<file path="config.mk">
export PLATFORM = sky130hd
export DESIGN_NAME = multicycle_ctrl
export DESIGN_NICKNAME = d
export VERILOG_FILES = /design/src/rtl/multicycle_ctrl.sv
export SDC_FILE = /design/constraint.sdc
export NUM_CORES = 1
export LEC_CHECK = 0
export BUFFER_PORTS_ARGS = -buffer_cell sky130_fd_sc_hd__buf_2
export CAP_MARGIN = 20
export CORE_MARGIN = 2
export CORE_UTILIZATION = 40
export CTS_BUF_LIST = sky130_fd_sc_hd__clkbuf_2
export CTS_CLUSTER_SIZE = 40
export DETAILED_ROUTE_END_ITERATION = 6
export GPL_ROUTABILITY_DRIVEN = 1
export PLACE_DENSITY_LB_ADDON = 0.08
export SYNTH_ARGS = -nofsm -noshare
export SYNTH_HDL_FRONTEND = slang
export SYNTH_SLANG_ARGS = --single-unit
</file>
<file path="constraint.sdc">
create_clock -name clk_i -period 1.57 [get_ports clk_i]
set_input_delay 0.314 -clock clk_i [delete_from_list [all_inputs] [get_ports clk_i]]
set_output_delay 0.314 -clock clk_i [all_outputs]
set_load 0.05 [all_outputs]
</file>
<file path="src/rtl/multicycle_ctrl.sv">
// -----------------------------------------------------------------------------
// multicycle_ctrl
//   Main control FSM for a classic multi-cycle MIPS-style datapath. It walks
//   FETCH -> DECODE -> (execute/memory/write-back) -> FETCH. It drives the
//   memory strobes, the PC/IR write enables and the datapath mux selects
//   for each step.
//
//   Optional feature:
//     MULTICYCLE_CTRL_JUMP_EN  - when defined, opcode 2 (J) is decoded into a
//                                one-cycle JUMP state. When undefined,
//                                opcode 2 is treated as illegal.
//
// Parameters
//   ALUOP_W  width of alu_op_o (must be >= 3)
//   OP_W     width of the opcode and funct fields
//
// Ports
//   clk_i            clock, rising edge
//   rst_i            asynchronous reset, active low
//   instr_op_i       opcode field of the instruction register
//   instr_funct_i    funct field of the instruction register
//   mem_ready_i      memory completes the current access this cycle
//   pc_write_o       unconditional PC write
//   pc_write_cond_o  PC write qualified by ALU zero (branch)
//   ir_write_o       instruction register load
//   mem_read_o       memory read strobe
//   mem_write_o      memory write strobe
//   iord_o           memory address select (0=PC, 1=ALUOut)
//   reg_write_o      register file write enable
//   reg_dst_o        destination register select (0=rt, 1=rd)
//   mem_to_reg_o     write-back data select (0=ALUOut, 1=MDR)
//   alu_src_a_o      ALU A select (0=PC, 1=regA)
//   alu_src_b_o      ALU B select (0=regB, 1=4, 2=imm, 3=imm<<2)
//   pc_src_o         PC source (0=ALU, 1=ALUOut, 2=jump target)
//   alu_op_o         ALU operation (0=add, 1=sub, 2=funct, 3=slt)
//   illegal_o        one-cycle pulse on an unsupported opcode
//   state_o          current state encoding (debug)
// -----------------------------------------------------------------------------
module multicycle_ctrl #(
  parameter int unsigned ALUOP_W = 3,
  parameter int unsigned OP_W    = 6
) (
  input  logic               clk_i,
  input  logic               rst_i,
  input  logic [OP_W-1:0]    instr_op_i,
  input  logic [OP_W-1:0]    instr_funct_i,
  input  logic               mem_ready_i,
  output logic               pc_write_o,
  output logic               pc_write_cond_o,
  output logic               ir_write_o,
  output logic               mem_read_o,
  output logic               mem_write_o,
  output logic               iord_o,
  output logic               reg_write_o,
  output logic               reg_dst_o,
  output logic               mem_to_reg_o,
  output logic               alu_src_a_o,
  output logic [1:0]         alu_src_b_o,
  output logic [1:0]         pc_src_o,
  output logic [ALUOP_W-1:0] alu_op_o,
  output logic               illegal_o,
  output logic [3:0]         state_o
);

  typedef enum logic [3:0] {
    FETCH  = 4'd0,
    DECODE = 4'd1,
    MEMADR = 4'd2,
    MEMRD  = 4'd3,
    MEMWB  = 4'd4,
    MEMWR  = 4'd5,
    EXEC_R = 4'd6,
    RWB    = 4'd7,
    EXEC_I = 4'd8,
    IWB    = 4'd9,
`ifdef MULTICYCLE_CTRL_JUMP_EN
    JUMP   = 4'd11,
`endif
    BRANCH = 4'd10
  } state_e;

  localparam logic [OP_W-1:0] OP_RTYPE = OP_W'(0);
  localparam logic [OP_W-1:0] OP_ADDI  = OP_W'(8);
  localparam logic [OP_W-1:0] OP_SLTI  = OP_W'(10);
  localparam logic [OP_W-1:0] OP_LW    = OP_W'(35);
  localparam logic [OP_W-1:0] OP_SW    = OP_W'(43);
  localparam logic [OP_W-1:0] OP_BEQ   = OP_W'(4);
`ifdef MULTICYCLE_CTRL_JUMP_EN
  localparam logic [OP_W-1:0] OP_J     = OP_W'(2);
`endif

  state_e     state_q, state_d;
  logic [1:0] alu_op;

  always_ff @(posedge clk_i or negedge rst_i) begin
    if (!rst_i) state_q <= FETCH;
    else        state_q <= state_d;
  end

  always_comb begin
    state_d         = FETCH;
    pc_write_o      = 1'b0;
    pc_write_cond_o = 1'b0;
    ir_write_o      = 1'b0;
    mem_read_o      = 1'b0;
    mem_write_o     = 1'b0;
    iord_o          = 1'b0;
    reg_write_o     = 1'b0;
    reg_dst_o       = 1'b0;
    mem_to_reg_o    = 1'b0;
    alu_src_a_o     = 1'b0;
    alu_src_b_o     = 2'd0;
    pc_src_o        = 2'd0;
    alu_op          = 2'd0;
    illegal_o       = 1'b0;

    unique case (state_q)
      FETCH: begin
        mem_read_o  = 1'b1;
        alu_src_b_o = 2'd1;
        if (mem_ready_i) begin
          // Reset forces FETCH asynchronously; the Mealy strobes must stay
          // low for as long as reset is held.
          ir_write_o = rst_i;
          pc_write_o = rst_i;
          state_d    = DECODE;
        end else begin
          state_d = FETCH;
        end
      end
      DECODE: begin
        alu_src_b_o = 2'd3;
        if (instr_op_i == OP_RTYPE) begin
          state_d = (instr_funct_i != '0) ? EXEC_R : FETCH;
        end else if (instr_op_i == OP_ADDI || instr_op_i == OP_SLTI) begin
          state_d = EXEC_I;
        end else if (instr_op_i == OP_LW || instr_op_i == OP_SW) begin
          state_d = MEMADR;
        end else if (instr_op_i == OP_BEQ) begin
          state_d = BRANCH;
`ifdef MULTICYCLE_CTRL_JUMP_EN
        end else if (instr_op_i == OP_J) begin
          state_d = JUMP;
`endif
        end else begin
          illegal_o = 1'b1;
          state_d   = FETCH;
        end
      end
      MEMADR: begin
        alu_src_a_o = 1'b1;
        alu_src_b_o = 2'd2;
        state_d     = (instr_op_i == OP_LW) ? MEMRD : MEMWR;
      end
      MEMRD: begin
        mem_read_o = 1'b1;
        iord_o     = 1'b1;
        state_d    = mem_ready_i ? MEMWB : MEMRD;
      end
      MEMWB: begin
        reg_write_o  = 1'b1;
        mem_to_reg_o = 1'b1;
        state_d      = FETCH;
      end
      MEMWR: begin
        mem_write_o = 1'b1;
        iord_o      = 1'b1;
        state_d     = mem_ready_i ? FETCH : MEMWR;
      end
      EXEC_R: begin
        alu_src_a_o = 1'b1;
        alu_op      = 2'd2;
        state_d     = RWB;
      end
      RWB: begin
        reg_write_o = 1'b1;
        reg_dst_o   = 1'b1;
        state_d     = FETCH;
      end
      EXEC_I: begin
        alu_src_a_o = 1'b1;
        alu_src_b_o = 2'd2;
        alu_op      = (instr_op_i == OP_SLTI) ? 2'd3 : 2'd0;
        state_d     = IWB;
      end
      IWB: begin
        reg_write_o = 1'b1;
        state_d     = FETCH;
      end
      BRANCH: begin
        alu_src_a_o     = 1'b1;
        alu_op          = 2'd1;
        pc_write_cond_o = 1'b1;
        pc_src_o        = 2'd1;
        state_d         = FETCH;
      end
`ifdef MULTICYCLE_CTRL_JUMP_EN
      JUMP: begin
        pc_write_o = 1'b1;
        pc_src_o   = 2'd2;
        state_d    = FETCH;
      end
`endif
      default: state_d = FETCH;
    endcase
  end

  assign alu_op_o = {{(ALUOP_W-2){1'b0}}, alu_op};
  assign state_o  = state_q;

endmodule

</file>
==> impl_results.md, run 1 <==
* Mux cell area share after synthesis at 0.0185
* Leading area contributor after synthesis: dfrtp_1
* Top_reg_cell synth: dfrtp_1
* Initial Util at 0.421
* Xor and xnor area share after synthesis at 0.0324
* Worst_ep kind: output port
* Die Span Y at 40.8 um
* IO Port Bufs at 34
* Failed at: global routing (5_1_grt)
* Compound-gate portion of the synthesized area at 0.241
* Placed cells at 143
* #FFs+latches synth at 4
* Register area share after synthesis at 0.185
* Clock Tree Root: clkbuf_2
* Adder-cell share of the synthesized area at 0
* # IOs at 37
* Chip Width at 40.8 um
* Pin count of the biggest net entering global routing at 13
* Area after DPL at 962 um^2
* Post-place setup slack at -0.124 ns
* Core Rows at 13
* Num CTS Buffers at 3
* Final GP Congestion at 0.771
* Netlist cell types at 37
* Post-Syn Instances at 81
* Warnings from Yosys at 0
* Simple-Gate Fraction of Synth Area at 0.403
* Top post-synthesis cells by area: dfrtp_1, nor3_1, nand2b_1
* Stop err: [ERROR DPL-0038] Utilization greater than 100%, impossible to legalize
* Largest family of logic cells by synthesized area: simple AND/OR/NAND/NOR gates
* Synth top area share at 0.185
* Status: stopped before the end
* Grt repair worst endpoint: alu_op_o[1]
* CTS Buffer Depth at 2
* CTS sink count at 4
* Synth async-reset ratio at 1.00
* Count of flip-flops with a built-in enable after synthesis at 0
* Post-Synthesis Cell Area at 541 um^2
* Dpl hpwl at 1.33 mm
* Syn avg cell area at 6.67 um^2
* Max H-tree Level at 1
## repair_timing
action,CTS
hold buffers,1
buffers inserted,4
hold endpoints to repair,4
setup endpoints to repair,17
gates resized for setup,56
pin swaps,7
gates cloned,0
## cell usage after synthesis (2+ instances only)
| cell | n |
|---|---|
| buf_4 | 4 |
| o21ai_0 | 3 |
| nand4_1 | 2 |
| nand2b_1 | 6 |
| nor3_1 | 9 |
| nand2_1 | 4 |
| clkbuf_1 | 3 |
| inv_1 | 3 |
| nor2_1 | 10 |
| nor2b_1 | 2 |
| a21oi_1 | 6 |
| dfrtp_1 | 4 |
## per-stage QoR
stage | hold WS [ns] | setup TNS [ns]
after floorplan | 0.0184 | -2.83
after global placement | 0.130 | -0.286
after CTS | 0.476 | -0.866
after detailed placement | 0.131 | -0.344
## cell families after synthesis
kind of cell    count (synthesis)
simple gates                   41
compound gates                 20
buf+inv                        12
flops                           4
xor+xnor                        2
mux                             1
other cells                     1
==> run 2: changes to the inputs <==
- CORE_AREA: not set -> 2 2 63 65
- CORE_MARGIN: 2 -> not set
- CORE_UTILIZATION: 40 -> not set
- CTS_BUF_LIST: sky130_fd_sc_hd__clkbuf_2 -> not set
- CTS_CLUSTER_SIZE: 40 -> not set
- DIE_AREA: not set -> 0 0 65 67
- PLACE_DENSITY_LB_ADDON: 0.08 -> 0.15
==> run 2 against run 1 <==
The flow now finishes, with violations (negative setup slack). Synthesized cell count did not move. Area after synthesis did not move.
==> impl_results.md, run 2 <==
* Unrepaired setup endpoints after global routing: true
* Core Rows at 22
* Die ar. at 4360 um^2
* Initial antenna violation count at 0
* CP Launch Type: flop
* Lkg Pwr at 0.564 nW
* Worst Path Buf+Inv at 1
* Status: complete, but fails checks
* Register area share after synthesis at 0.185
* Worst Setup End Kind: primary output
* CTS Buffer Depth at 2
* Hold/Removal Path Class: input port to async pin
* Drt initial violations at 9
* Dpl hpwl at 1.66 mm
* Top post-synthesis cells by area: dfrtp_1, nor3_1, nand2b_1
* Clock Tree Root: clkbuf_8
* Vias in the first global route at 830
* Clock skew at 0.0000504 ns
* Max cap viols at 0
* Synth top area share at 0.185
* Cell family with most CP delay: flip-flops
* DR DRC count at 0
* Final Cycle Share at 1.07
* Warnings from Yosys at 0
* Syn avg cell area at 6.67 um^2
* Via Count at 789
* CTS tree: built
* Initial Util at 0.150
* Top-count cell post-synth: nor2_1
* Diodes inserted at 0
* Most instantiated cells after synthesis: nor2_1, nor3_1, a21oi_1, nand2b_1
* Vias per cell at 4.20
* Area after DPL at 1040 um^2
* Netlist cell types at 37
* Post-route cell area at 1310 um^2
* Clk_lat worst skew at 0.21 ns
* Pre-Repair DR Iteration Count at 2
* Pin count of the biggest net entering global routing at 13
* Final setup viols at 13
* Fmax at 594 MHz
* Post-Synthesis Cell Area at 541 um^2
* Max incr delay on CP at 0.42 ns
* Worst IR drop on VDD at 0.000273 V
* Max H-tree Level at 1
* Layout Nets at 157
* IO Port Bufs at 34
* Total power at 1.13 mW
* Count of flip-flops with a built-in enable after synthesis at 0
* Avg WL per Cell at 10.8 um
* Critical path data arrival time at 1.37 ns
* First-pass GRT wire length at 3.40 mm
* Worst EP required at 1.26 ns
* Most frequent cells in the layout: buf_6, buf_4, buf_2
* Cell Pwr Density at 865 nW/um^2
* Largest register FFs at 4
* Post-place setup slack at -0.159 ns
* Setup WS post-layout at -0.114 ns
* Chip Width at 65 um
* Top_reg_cell synth: dfrtp_1
* Post-Syn Instances at 81
* # IOs at 37
* Aggregate global-route resource usage at 0.0985
* Die Span Y at 67 um
* ANT nets after route at 0
* Layout cell share with drive strength beyond 1 at 0.693
* Leading cell type in the layout, fill and taps excluded: buf_6
* Post-route setup TNS at -0.946 ns
* CP max-delay cell: dfrtp_2
* Failing checks: negative setup slack
* Hold Fails Final Rpt at 0
* Crit Path Class: flop to primary output
* Final Core Density at 0.362
* Drt total wl at 2.02 mm
* Synthesis-to-finish area growth at 142%
* Reg clk slew, reported paths at 0.03 ns
* Final Max Slew Viols at 0
* Final worst path period need at 1.68 ns
* Critical-path maximum fanout at 4
* Crit-path cells: nand2b_4 -> nor2_2 -> nand4_1 -> a21oi_2 -> buf_6
* Num CTS Buffers at 3
* Final GP Congestion at 0.786
* CTS sink count at 4
* Synth async-reset ratio at 1.00
* Core Box Area at 3610 um^2
* Leading area contributor after synthesis: dfrtp_1
* #FFs+latches synth at 4
* Aggregate global routing overflow at 0
[run 2: cell counts after synthesis]
No cell type changed its count.
[run 2: path summary, 6_finish.rpt]
check | from | to | slack (ns) | cells past startpoint
min in group clk_i | mem_ready_i | state_o[0] | 0.51 | 3
worst max register to register | state_o[1] | state_o[2] | 0.10 | 6
max in group asynchronous | rst_i | state_o[2] | 0.91 | 2
worst min register to register | state_o[1] | state_o[0] | 0.72 | 4
worst min-delay path | rst_i | state_o[0] | 0.49 | 2
worst max-delay path | state_o[2] | alu_op_o[1] | -0.11 | 5
[run 2: what timing repair did]
action	CTS	global route
resized for setup	49	4
setup endpoints to repair	16	16
pin swaps	6	2
hold buffers	1	0
hold endpoints to repair	4	0
buffers inserted	2	1
[run 2: per-stage QoR]
step	hold WS [ns]	cells
after detailed placement	0.135	181
after global placement	0.133	181
final	0.486	188
after floorplan	0.0184	82
after CTS	0.489	187
after global routing	0.512	188
[run 2: kinds of logic after synthesis]
group,Yosys count,synth area share
other,1,0.00694
AND/OR/NAND/NOR,41,0.403
XOR/XNOR,2,0.0324
AO/OA/AOI/OAI,20,0.241
buffers and inverters,12,0.113
flip-flops,4,0.185
multiplexers,1,0.0185
[run 2: routing by layer]
layer  share of wire  up-vias  GRT usage
met4          0.0074        0     0.0399
met2            0.51       27      0.189
met3           0.042        2    0.00169
met1            0.44      357      0.115
li1                -      403          -
met5               0        -          0
[run 2: layout make-up]
cell class                 count  area (um^2)
fill                         384         2300
multi-input combinational     66          557
timing repair buffer          64          532
sequential                     4          105
clock buffer                   3         41.3
inverter                       3         11.3
tap                           48         60.1
[run 2: where the power goes]
| group | switching (mW) | internal (mW) |
|---|---|---|
| clock network | 0.0500 | 0.163 |
| logic | 0.459 | 0.321 |
| registers | 0.0195 | 0.118 |
(Power assumes the default switching activity.)
==> run 3: changes to the inputs <==
- clock period: 1.57 -> 1.9 ns (I/O delays scaled with it)
==> run 3 against run 2 <==
Clock power decreased by 19%. Clock-buffer cell count unchanged. Total power down 32%. Sequential cell count did not move. Sequential share of layout area grew 2.5 points. Core utilization decreased by 8.5 points. The run now ends clean. Combinational power fell by 38%. Global-route usage decreased by 0.93 points. Critical endpoint is now ir_write_o.
==> impl_results.md, run 3 (synthesis gave the netlist of run 2 again) <==
* RR Endpoint: state_o[2]
* Crit Path Class: flop to primary output
* Setup WS post-layout at 0.0565 ns
* Clock skew at 0.00155 ns
* Final Cycle Share at 0.970
* Pre-Repair DR Iteration Count at 4
* Via Count at 732
* Largest register FFs at 4
* ANT nets after route at 0
* Lkg Pwr at 0.442 nW
* Total power at 0.773 mW
* Aggregate global-route resource usage at 0.0892
* Most frequent cells in the layout: buf_2, buf_4, nor3_4, nor2_1, nand2b_1
* Post-place setup slack at -0.00740 ns
* Reg2reg path depth at 5
* CTS tree: built
* Drt initial violations at 24
* End point of the critical path: ir_write_o
* Fmax at 542 MHz
* Worst IR drop on VDD at 0.000180 V
* Worst EP required at 1.52 ns
* Area after DPL at 885 um^2
* Clock Tree Root: clkbuf_8
* Max cap viols at 0
* Final Core Density at 0.278
* Synthesis-to-finish area growth at 85.2%
* Layout cell share with drive strength beyond 1 at 0.595
* Leading cell type in the layout, fill and taps excluded: buf_2
* Die Span Y at 67 um
* CTS sink count at 4
* Post-route cell area at 1000 um^2
* Chip Width at 65 um
* Vias per cell at 4.33
* Diodes inserted at 0
* Pin count of the biggest net entering global routing at 19
* Final Max Slew Viols at 0
* Core Rows at 22
* CP Launch Type: flop
* Critical-path maximum fanout at 18
* Cell Pwr Density at 772 nW/um^2
* CTS Buffer Depth at 2
* First-pass GRT wire length at 3.08 mm
* Vias in the first global route at 717
* Post-route setup TNS at 0 ns
* # IOs at 37
* Max H-tree Level at 1
* Initial Util at 0.150
* R2R Setup Slk at 0.48 ns
* Reg2reg start: state_o[1]
* Reg clk slew, reported paths at 0.03 ns
* Dpl hpwl at 1.56 mm
* Crit path from: state_o[1]
* Layout Nets at 138
* Final GP Congestion at 0.743
* Final-layout fill cell count at 409
* Die ar. at 4360 um^2
* Drt total wl at 1.91 mm
* Unrepaired setup endpoints after global routing: true
* Aggregate global routing overflow at 0
* Final worst path period need at 1.84 ns
* Status: finished clean
* DR DRC count at 0
* Critical path data arrival time at 1.46 ns
* Final setup viols at 0
* IO Port Bufs at 34
* Clk_lat worst skew at 0.21 ns
* Hold Fails Final Rpt at 0
* Hold/Removal Path Class: input port to async pin
* Worst Setup End Kind: primary output
* Num CTS Buffers at 3
* Core Box Area at 3610 um^2
* Avg WL per Cell at 11.3 um
* Initial antenna violation count at 0
run 3: power breakdown:
group          switching [mW]  leakage, nW  total, mW  internal, mW
Sequential             0.0188       0.0479      0.116        0.0973
Clock                  0.0379       0.0216      0.172         0.134
Combinational           0.336        0.373      0.484         0.148
run 3: cell type report:
cell class	instances	area (um^2)	share of cell area
Inverter	3	11.3	0.0113
Multi-Input combinational cell	66	500	0.500
Sequential cell	4	105	0.105
Tap cell	48	60.1	0.0600
Timing Repair Buffer	45	283	0.282
Clock buffer	3	41.3	0.0413
run 3: worst min path at each step:
stage          depth (start not counted)  slack, ns         end  startpoint
2_1_floorplan                          0       0.08  state_o[0]       rst_i
4_1_cts                                2       0.56  state_o[1]       rst_i
3_5_place_dp                           1       0.20  state_o[0]       rst_i
6_report                               2       0.56  state_o[1]       rst_i
3_3_place_gp                           1       0.20  state_o[0]       rst_i
5_1_grt                                2       0.57  state_o[2]       rst_i
run 3: worst max-delay path, stage by stage, from the launching register on:
cell and delay (ns):
dfrtp_2 0.38, buf_4 0.20, nor2_4 0.13, nand3_2 0.09
nor3_4 0.17, buf_2 0.28
run 3: per-stage QoR:
stage	cells	hold WS (ns)
6_report	169	0.557
5_1_grt	169	0.570
2_1_floorplan	82	0.0844
3_3_place_gp	163	0.201
3_5_place_dp	163	0.201
4_1_cts	168	0.557
run 3: per-layer routing:
layer	part of all wire	up-vias	track usage
li1	-	367	-
met1	0.45	338	0.121
met2	0.48	27	0.146
met3	0.064	0	0.00338
met4	0	0	0.0399
met5	0	-	0
run 3: timing repair:
| item | CTS | global route |
|---|---|---|
| resized for setup | 4 | 11 |
| hold buffers | 1 | 0 |
| setup buffers | 1 | 1 |
| setup endpoints to repair | 4 | 7 |
| hold endpoints to repair | 4 | 0 |
